===== config.mk =====
export PLATFORM = sky130hd
export DESIGN_NAME = spi_counter_ctrl_n_flat
export DESIGN_NICKNAME = d
export VERILOG_FILES = /design/src/rtl/spi_counter_ctrl_n_if.sv /design/src/rtl/spi_counter_ctrl_n.sv /design/src/flat_wrapper.sv
export SDC_FILE = /design/constraint.sdc
export NUM_CORES = 1
export LEC_CHECK = 0
export BUFFER_PORTS_ARGS = -buffer_cell sky130_fd_sc_hd__buf_2
export CORE_ASPECT_RATIO = 1.2
export CORE_UTILIZATION = 40
export CTS_BUF_LIST = sky130_fd_sc_hd__clkbuf_4
export CTS_CLUSTER_DIAMETER = 150
export DETAILED_ROUTE_END_ITERATION = 16
export PLACE_DENSITY = 0.75
export SLEW_MARGIN = 20
export SYNTH_ARGS = -nofsm -noshare
export SYNTH_HDL_FRONTEND = slang
export SYNTH_SLANG_ARGS = --single-unit

===== constraint.sdc =====
create_clock -name clk -period 2.2 [get_ports clk]
set_clock_uncertainty 0.05 [all_clocks]
set_input_delay 0.44 -clock clk [delete_from_list [all_inputs] [get_ports clk]]
set_output_delay 0.44 -clock clk [all_outputs]
set_load 0.005 [all_outputs]

===== src/rtl/spi_counter_ctrl_n_if.sv =====
// Signal bundle between a run/stop/clear request source and spi_counter_ctrl_n.
// The master side drives the requests; the slave side returns the counter controls.
interface spi_counter_ctrl_n_if #(
   parameter int NCH = 4
);
   logic [NCH-1:0]   i_runstop;
   logic [NCH-1:0]   i_clear;
   logic             i_global_clear;
   logic [NCH-1:0]   o_runstop;
   logic [NCH-1:0]   o_clear;
   logic             o_any_run;
   logic [2*NCH-1:0] o_dbg_state;

   modport master (
      output i_runstop, i_clear, i_global_clear,
      input  o_runstop, o_clear, o_any_run, o_dbg_state
   );

   modport slave (
      input  i_runstop, i_clear, i_global_clear,
      output o_runstop, o_clear, o_any_run, o_dbg_state
   );
endinterface


===== src/rtl/spi_counter_ctrl_n.sv =====
// Per-channel STOP/RUN/CLEAR controller that drives counter enables and clears.
// o_clear is stretched to at least CLR_PULSE cycles; clear always wins over run/stop.
module spi_counter_ctrl_n #(
   parameter int NCH         = 4,
   parameter int TOGGLE_MODE = 0,
   parameter int CLR_PULSE   = 4
) (
   input  logic               clk,
   input  logic               reset_n,
   spi_counter_ctrl_n_if.slave bus
);
   localparam int            CW      = $clog2(CLR_PULSE + 1);
   localparam logic [CW-1:0] CNT_MAX = CW'(CLR_PULSE);
   localparam logic [CW-1:0] CNT_ONE = CW'(1);
   localparam bit            TGL     = (TOGGLE_MODE != 0);

   typedef enum logic [1:0] {
      ST_STOP  = 2'd0,
      ST_RUN   = 2'd1,
      ST_CLEAR = 2'd2
   } state_e;

   logic [NCH-1:0]   run_vec;
   logic [NCH-1:0]   clr_vec;
   logic [2*NCH-1:0] dbg_vec;

   for (genvar g = 0; g < NCH; g++) begin : g_ch
      state_e        state_q, state_d;
      logic [CW-1:0] cnt_q, cnt_d;
      logic          prev_q;
      logic          clr_req;
      logic          rise;
      logic          go_run;
      logic          go_stop;

      always_comb begin
         clr_req = bus.i_clear[g] | bus.i_global_clear;
         rise    = bus.i_runstop[g] & ~prev_q;
         go_run  = TGL ? rise : bus.i_runstop[g];
         go_stop = TGL ? rise : ~bus.i_runstop[g];
         state_d = state_q;
         cnt_d   = '0;
         case (state_q)
            ST_STOP: begin
               if (clr_req) begin
                  state_d = ST_CLEAR;
                  cnt_d   = CNT_ONE;
               end else if (go_run) begin
                  state_d = ST_RUN;
               end
            end
            ST_RUN: begin
               if (clr_req) begin
                  state_d = ST_CLEAR;
                  cnt_d   = CNT_ONE;
               end else if (go_stop) begin
                  state_d = ST_STOP;
               end
            end
            ST_CLEAR: begin
               // Hold saturates so a long clear request just extends the pulse.
               if (cnt_q == CNT_MAX) begin
                  cnt_d = cnt_q;
                  if (!clr_req) begin
                     state_d = ST_STOP;
                     cnt_d   = '0;
                  end
               end else begin
                  cnt_d = cnt_q + CNT_ONE;
               end
            end
            default: begin
               state_d = ST_STOP;
            end
         endcase
      end

      always_ff @(posedge clk or negedge reset_n) begin
         if (!reset_n) begin
            state_q <= ST_STOP;
            cnt_q   <= '0;
            prev_q  <= 1'b0;
         end else begin
            state_q <= state_d;
            cnt_q   <= cnt_d;
            prev_q  <= bus.i_runstop[g];
         end
      end

      assign run_vec[g]         = (state_q == ST_RUN);
      assign clr_vec[g]         = (state_q == ST_CLEAR);
      assign dbg_vec[2*g +: 2]  = state_q;
   end

   assign bus.o_runstop   = run_vec;
   assign bus.o_clear     = clr_vec;
   assign bus.o_any_run   = |run_vec;
   assign bus.o_dbg_state = dbg_vec;
endmodule


===== src/flat_wrapper.sv =====
// flat-port wrapper written by rule: the top's interface ports become plain ports
module spi_counter_ctrl_n_flat 
#(
   parameter int NCH         = 4,
   parameter int TOGGLE_MODE = 0,
   parameter int CLR_PULSE   = 4
)
  (clk, reset_n, bus_i_runstop, bus_i_clear, bus_i_global_clear, bus_o_runstop, bus_o_clear, bus_o_any_run, bus_o_dbg_state);
  spi_counter_ctrl_n_if #(.NCH(NCH)) bus_i ();
  input  logic clk;
  input  logic reset_n;
  input wire logic [$bits(bus_i.i_runstop)-1:0] bus_i_runstop;
  input wire logic [$bits(bus_i.i_clear)-1:0] bus_i_clear;
  input wire logic [$bits(bus_i.i_global_clear)-1:0] bus_i_global_clear;
  output wire logic [$bits(bus_i.o_runstop)-1:0] bus_o_runstop;
  output wire logic [$bits(bus_i.o_clear)-1:0] bus_o_clear;
  output wire logic [$bits(bus_i.o_any_run)-1:0] bus_o_any_run;
  output wire logic [$bits(bus_i.o_dbg_state)-1:0] bus_o_dbg_state;
  assign bus_i.i_runstop = bus_i_runstop;
  assign bus_i.i_clear = bus_i_clear;
  assign bus_i.i_global_clear = bus_i_global_clear;
  assign bus_o_runstop = bus_i.o_runstop;
  assign bus_o_clear = bus_i.o_clear;
  assign bus_o_any_run = bus_i.o_any_run;
  assign bus_o_dbg_state = bus_i.o_dbg_state;
  spi_counter_ctrl_n #(.NCH(NCH), .TOGGLE_MODE(TOGGLE_MODE), .CLR_PULSE(CLR_PULSE)) u_core (.clk(clk), .reset_n(reset_n), .bus(bus_i));
endmodule

**Yosys cells after proc, flatten, opt, wreduce, memory -nomap -nowiden**

Index checks and enable logic that the tools add are counted.

- Register bits after elaboration: 20
- Bits in latches: 0
- Memory bits (read-only): 0
- Output and inout port bits: 17
- Memories kept: 0
- Memory bits (writable): 0
- Bits of input ports: 11
- Word-level logic and storage cells: 105

- Div/mod/pow operators: 0
- Equal/unequal tests: 32
- Order comparisons: 0
- Mux-type cells: 44
- Reduce and logical (&&, ||, !) cells: 13
- Multiply operators: 0
- Shift-type cells: 0
- $add $sub $neg: 4
- Bitwise gates (word level): 4

Operators by type and width:

| operator | number |
|---|---|
| $mux 2 | 24 |
| $mux 3 | 8 |
| $ne 3x2->1 const B | 8 |
| $pmux 2 s3 | 4 |
| $pmux 3 s2 | 4 |
| $reduce_and 4->1 | 4 |
| $add 3x1->3 const B | 4 |
| $eq 3x3->1 const B | 4 |
| $ne 3x3->1 const B | 4 |
| $eq 2x1->1 const B | 4 |
| $eq 2x2->1 const B | 4 |
| $logic_not 2->1 | 4 |
| $ne 2x1->1 const B | 4 |
| $ne 2x2->1 const B | 4 |
| $reduce_or 2->1 | 4 |
| $mux 1 | 4 |
| $or 1x1->1 | 4 |
| $reduce_or 4->1 | 1 |

**Longest topological paths before layout**

- Depth after elaboration: 4
- Depth in mapped cells: 5
- Mapped depth without buffers: 5

**Worst setup path before layout**

OpenSTA, ideal clock, no wires.

- Kind: register to output
- Start point: reg u_core.g_ch[1].state_q[0]
- End point: out bus_o_any_run
- Stages on the path, launching flop included: 3
- Data required time: 1.710 ns
- Data arrival time: 1.104 ns
- Path slack: 0.606 ns
- Path through: dfrtp_1 nor2b_2 or4_1

- Word-level cells in the longest chain between the ends: 2

Ends and longest elaborated chain:

| what | line | source |
|---|---|---|
| start: declaration | spi_counter_ctrl_n.sv:28 | `state_e state_q, state_d;` |
| start signal: assignment | spi_counter_ctrl_n.sv:84 | `state_q <= state_d;` |
| $eq 2x1->1 | spi_counter_ctrl_n.sv:90 | `assign run_vec[g] = (state_q == ST_RUN);` |
| via bus_o_runstop[1] | flat_wrapper.sv:15 | `output wire logic [$bits(bus_i.o_runstop)-1:0] bus_o_runstop;` |
| $reduce_or 4->1 | spi_counter_ctrl_n.sv:97 | `assign bus.o_any_run = \|run_vec;` |
| end: declaration | flat_wrapper.sv:17 | `output wire logic [$bits(bus_i.o_any_run)-1:0] bus_o_any_run;` |

The timed path passes the listed nets, and every way through them passes these cells.

**Final worst setup path**

- Start point: reg u_core.g_ch[1].state_q[0]
- End point: out bus_o_any_run

- Word-level cells in the longest chain between the ends: 2

Ends and longest elaborated chain:

| what | line |
|---|---|
| $eq 2x1->1 | spi_counter_ctrl_n.sv:90 |
| $reduce_or 4->1 | spi_counter_ctrl_n.sv:97 |

No other way between the ends.

==> qor.csv <==
metric,value,unit
status,"finished, final reports clean",
Comb pwr share,43.1,%
cts-stage hold buffer count,0,
Clock Path Buffers,2,
final global-route overflow total,0,
io pins,28,
clock-pin slew on the worst setup and hold paths,0.11,ns
CTS Root Cell,clkbuf_4,
DP HPWL,1.690,mm
CP Max Fanout,6,
largest cells by area after synthesis,"dfrtp_1, ha_1, inv_1, nand2b_1, a21oi_1",
Worst Tran Pin Value,0.4382,ns
CTS tree,done,
"EDFF count, synth",0,
final setup vio count,0,
mapped cell area,0.001085,mm²
Post CTS Setup Buffer Count,0,
initial drt markers,14,
post-synth top area cell,dfrtp_1,
number of global-route vias before repair,829,
initial antenna violation count,0,
Switching Power,507.9,µW
post-synth top area share,46.14,%
Syn-to-layout area delta,17.65,%
slew margin rel.,70.79,%
sequential cell area fraction in the yosys report,46.14,%
first-pass GRT wire length,3.560,mm
maximum number of pins on one net before global-route repair,21,
die height,59.05,µm
Final Critical Period,2.024,ns
DRT Pass-1 Iters,4,
Final #Nets,158,
Max Freq,0.4941,GHz
internal power,858.0,µW
post-route ant nets,0,
# diodes,0,
maxcap violations,0,
Mean Syn Cell Area,10.04,µm²
WL final,2.114,mm
DR vias/cell,5.318,
Final Max Tran Viols,0,
post-CTS resize count,0,
Switching Share,37.18,%
Mapped Nets,127,
Pwr Total,1.366,mW
"commonest non-fill, non-tap cells in the layout","buf_2, dfrtp_1, inv_1, ha_1",
Crit. End Element,primary output,
initial core utilization,42.50,%
Setup TNS,0,ns
"Data required, critical path",1.71,ns
crit share post-route,92.00,%
crit path kind,register to primary output,
Flop pwr share,44.6,%
Worst Hold Class,input pin to asynchronous set/reset pin,
Placer Congestion,0.7941,
DR WL/cell,12.44,µm
yosys warns,0,
worst vdd ir,0.0005598,V
Synth Flop Type,dfrtp_1,
critical path launch point type,register,
Vias,904,
RSZ-0062 raised after global routing,false,
Final Hold Vio Count,0,
clock share of power,12.3,%
share of cells above drive strength 1,26.28,%
"Clk Latency, worst-skew pair",0.29,ns
Util after Layout,50.00,%
Cell variety after synth,31,
Sink Count,20,
"commonest non-fill, non-tap cell in the layout",buf_2,
TritonCTS Buffers,3,
GRT Total Usage,16.12,%
asr flop ratio synth,100.0,%
arrival time at the worst endpoint,1.53,ns
PwrDens,1070,mW/mm²
Seq cells post-synth,20,
H-Tree Depth,1,
row count,20,
die width,49.54,µm
LEAKAGE,0.6402,nW
Die Area,0.002925,mm²
Port Buffers,27,
Gate Count Post-Synth,108,
drc violations,0,
reg2reg setup slack,0.73,ns
core area,0.002552,mm²
==> cell usage after synthesis, types with 2 or more instances <==
cell type  number
a21oi_1         6
a22oi_1         3
a31o_2          2
a31oi_1         2
dfrtp_1        20
ha_1            8
inv_1          13
mux2i_1         3
nand2_1         7
nand2b_1        7
nor2_1          7
nor2b_1         3
nor3b_1         2
nor4b_1         3
o211ai_1        3
or3_1           3
or3b_2          2
==> final timing paths <==
kind / start / end / cells past startpoint
max: u_core.g_ch[1].state_q[0] / bus_o_any_run / 3
min in group clk: bus_i_clear[2] / u_core.g_ch[2].state_q[0] / 2
min reg2reg: u_core.g_ch[2].cnt_q[0] / u_core.g_ch[2].cnt_q[0] / 1
max reg2reg: u_core.g_ch[2].cnt_q[0] / u_core.g_ch[2].cnt_q[1] / 5
max in group asynchronous: reset_n / u_core.g_ch[2].cnt_q[2] / 1
min: reset_n / u_core.g_ch[1].cnt_q[2] / 1
==> cell families (layout without fill, tap and decap cells) <==
| kind of cell | after synthesis | after routing | synth area share [%] |
|---|---|---|---|
| muxes | 3 | 3 | 2.768 |
| adders and majority gates | 8 | 8 | 9.228 |
| DFF | 20 | 20 | 46.14 |
| buffers and inverters | 14 | 43 | 5.191 |
| AOI/OAI and AO/OA | 23 | 23 | 14.88 |
| and+or+nand+nor | 40 | 40 | 21.80 |
==> stage by stage <==
stage / cells / instance area [µm²] / hold slack [ns] / setup WS, ns
3_5_place_dp: 167 / 1254 / 0.3615 / 0.5119
4_1_cts: 170 / 1276 / 0.03176 / 0.1658
5_1_grt: 170 / 1276 / 0.03115 / 0.1111
6_report: 170 / 1276 / 0.01781 / 0.1759
3_3_place_gp: 167 / 1254 / 0.3572 / 0.5073
2_1_floorplan: 108 / 1085 / 0.09441 / 0.6063
==> power by group through the flow <==
| stage | Combinational, mW | Clock (mW) | Sequential (mW) |
|---|---|---|---|
| 4_1_cts | 0.602 | 0.174 | 0.608 |
| 2_1_floorplan | 0.461 | 0 | 0.587 |
| 3_5_place_dp | 0.601 | 0 | 0.616 |
| 3_3_place_gp | 0.557 | 0 | 0.604 |
| 5_1_grt | 0.694 | 0.195 | 0.628 |
| 6_report | 0.589 | 0.168 | 0.609 |
==> flip-flops by register name, indices dropped and copies added (netlist names) <==
register	cells
u_core.g_ch.state_q	8
u_core.g_ch.cnt_q	12
==> cell type report <==
cell class,instances,area (µm²)
multi-input cells,74,528.0
flip-flops and latches,20,500.5
inverters,13,48.80
well taps,33,41.29
fillers,248,1276
clock buffers,3,22.52
repair buffers,27,135.1
==> worst max-delay path, stage by stage, from the launching register on <==
cell and delay [ns]:
dfrtp_1 0.43, nor2b_2 0.17, or4_1 0.50, buf_2 0.13
==> layer usage <==
metal	GRT usage (%)	up-vias	part of all wire [%]
met4	8.163	0	0.80
li1	-	440	-
met5	0	-	0
met1	19.97	437	47
met2	27.03	23	48
met3	2.821	4	4.7
Note: power is estimated with default switching activity, not from simulation.
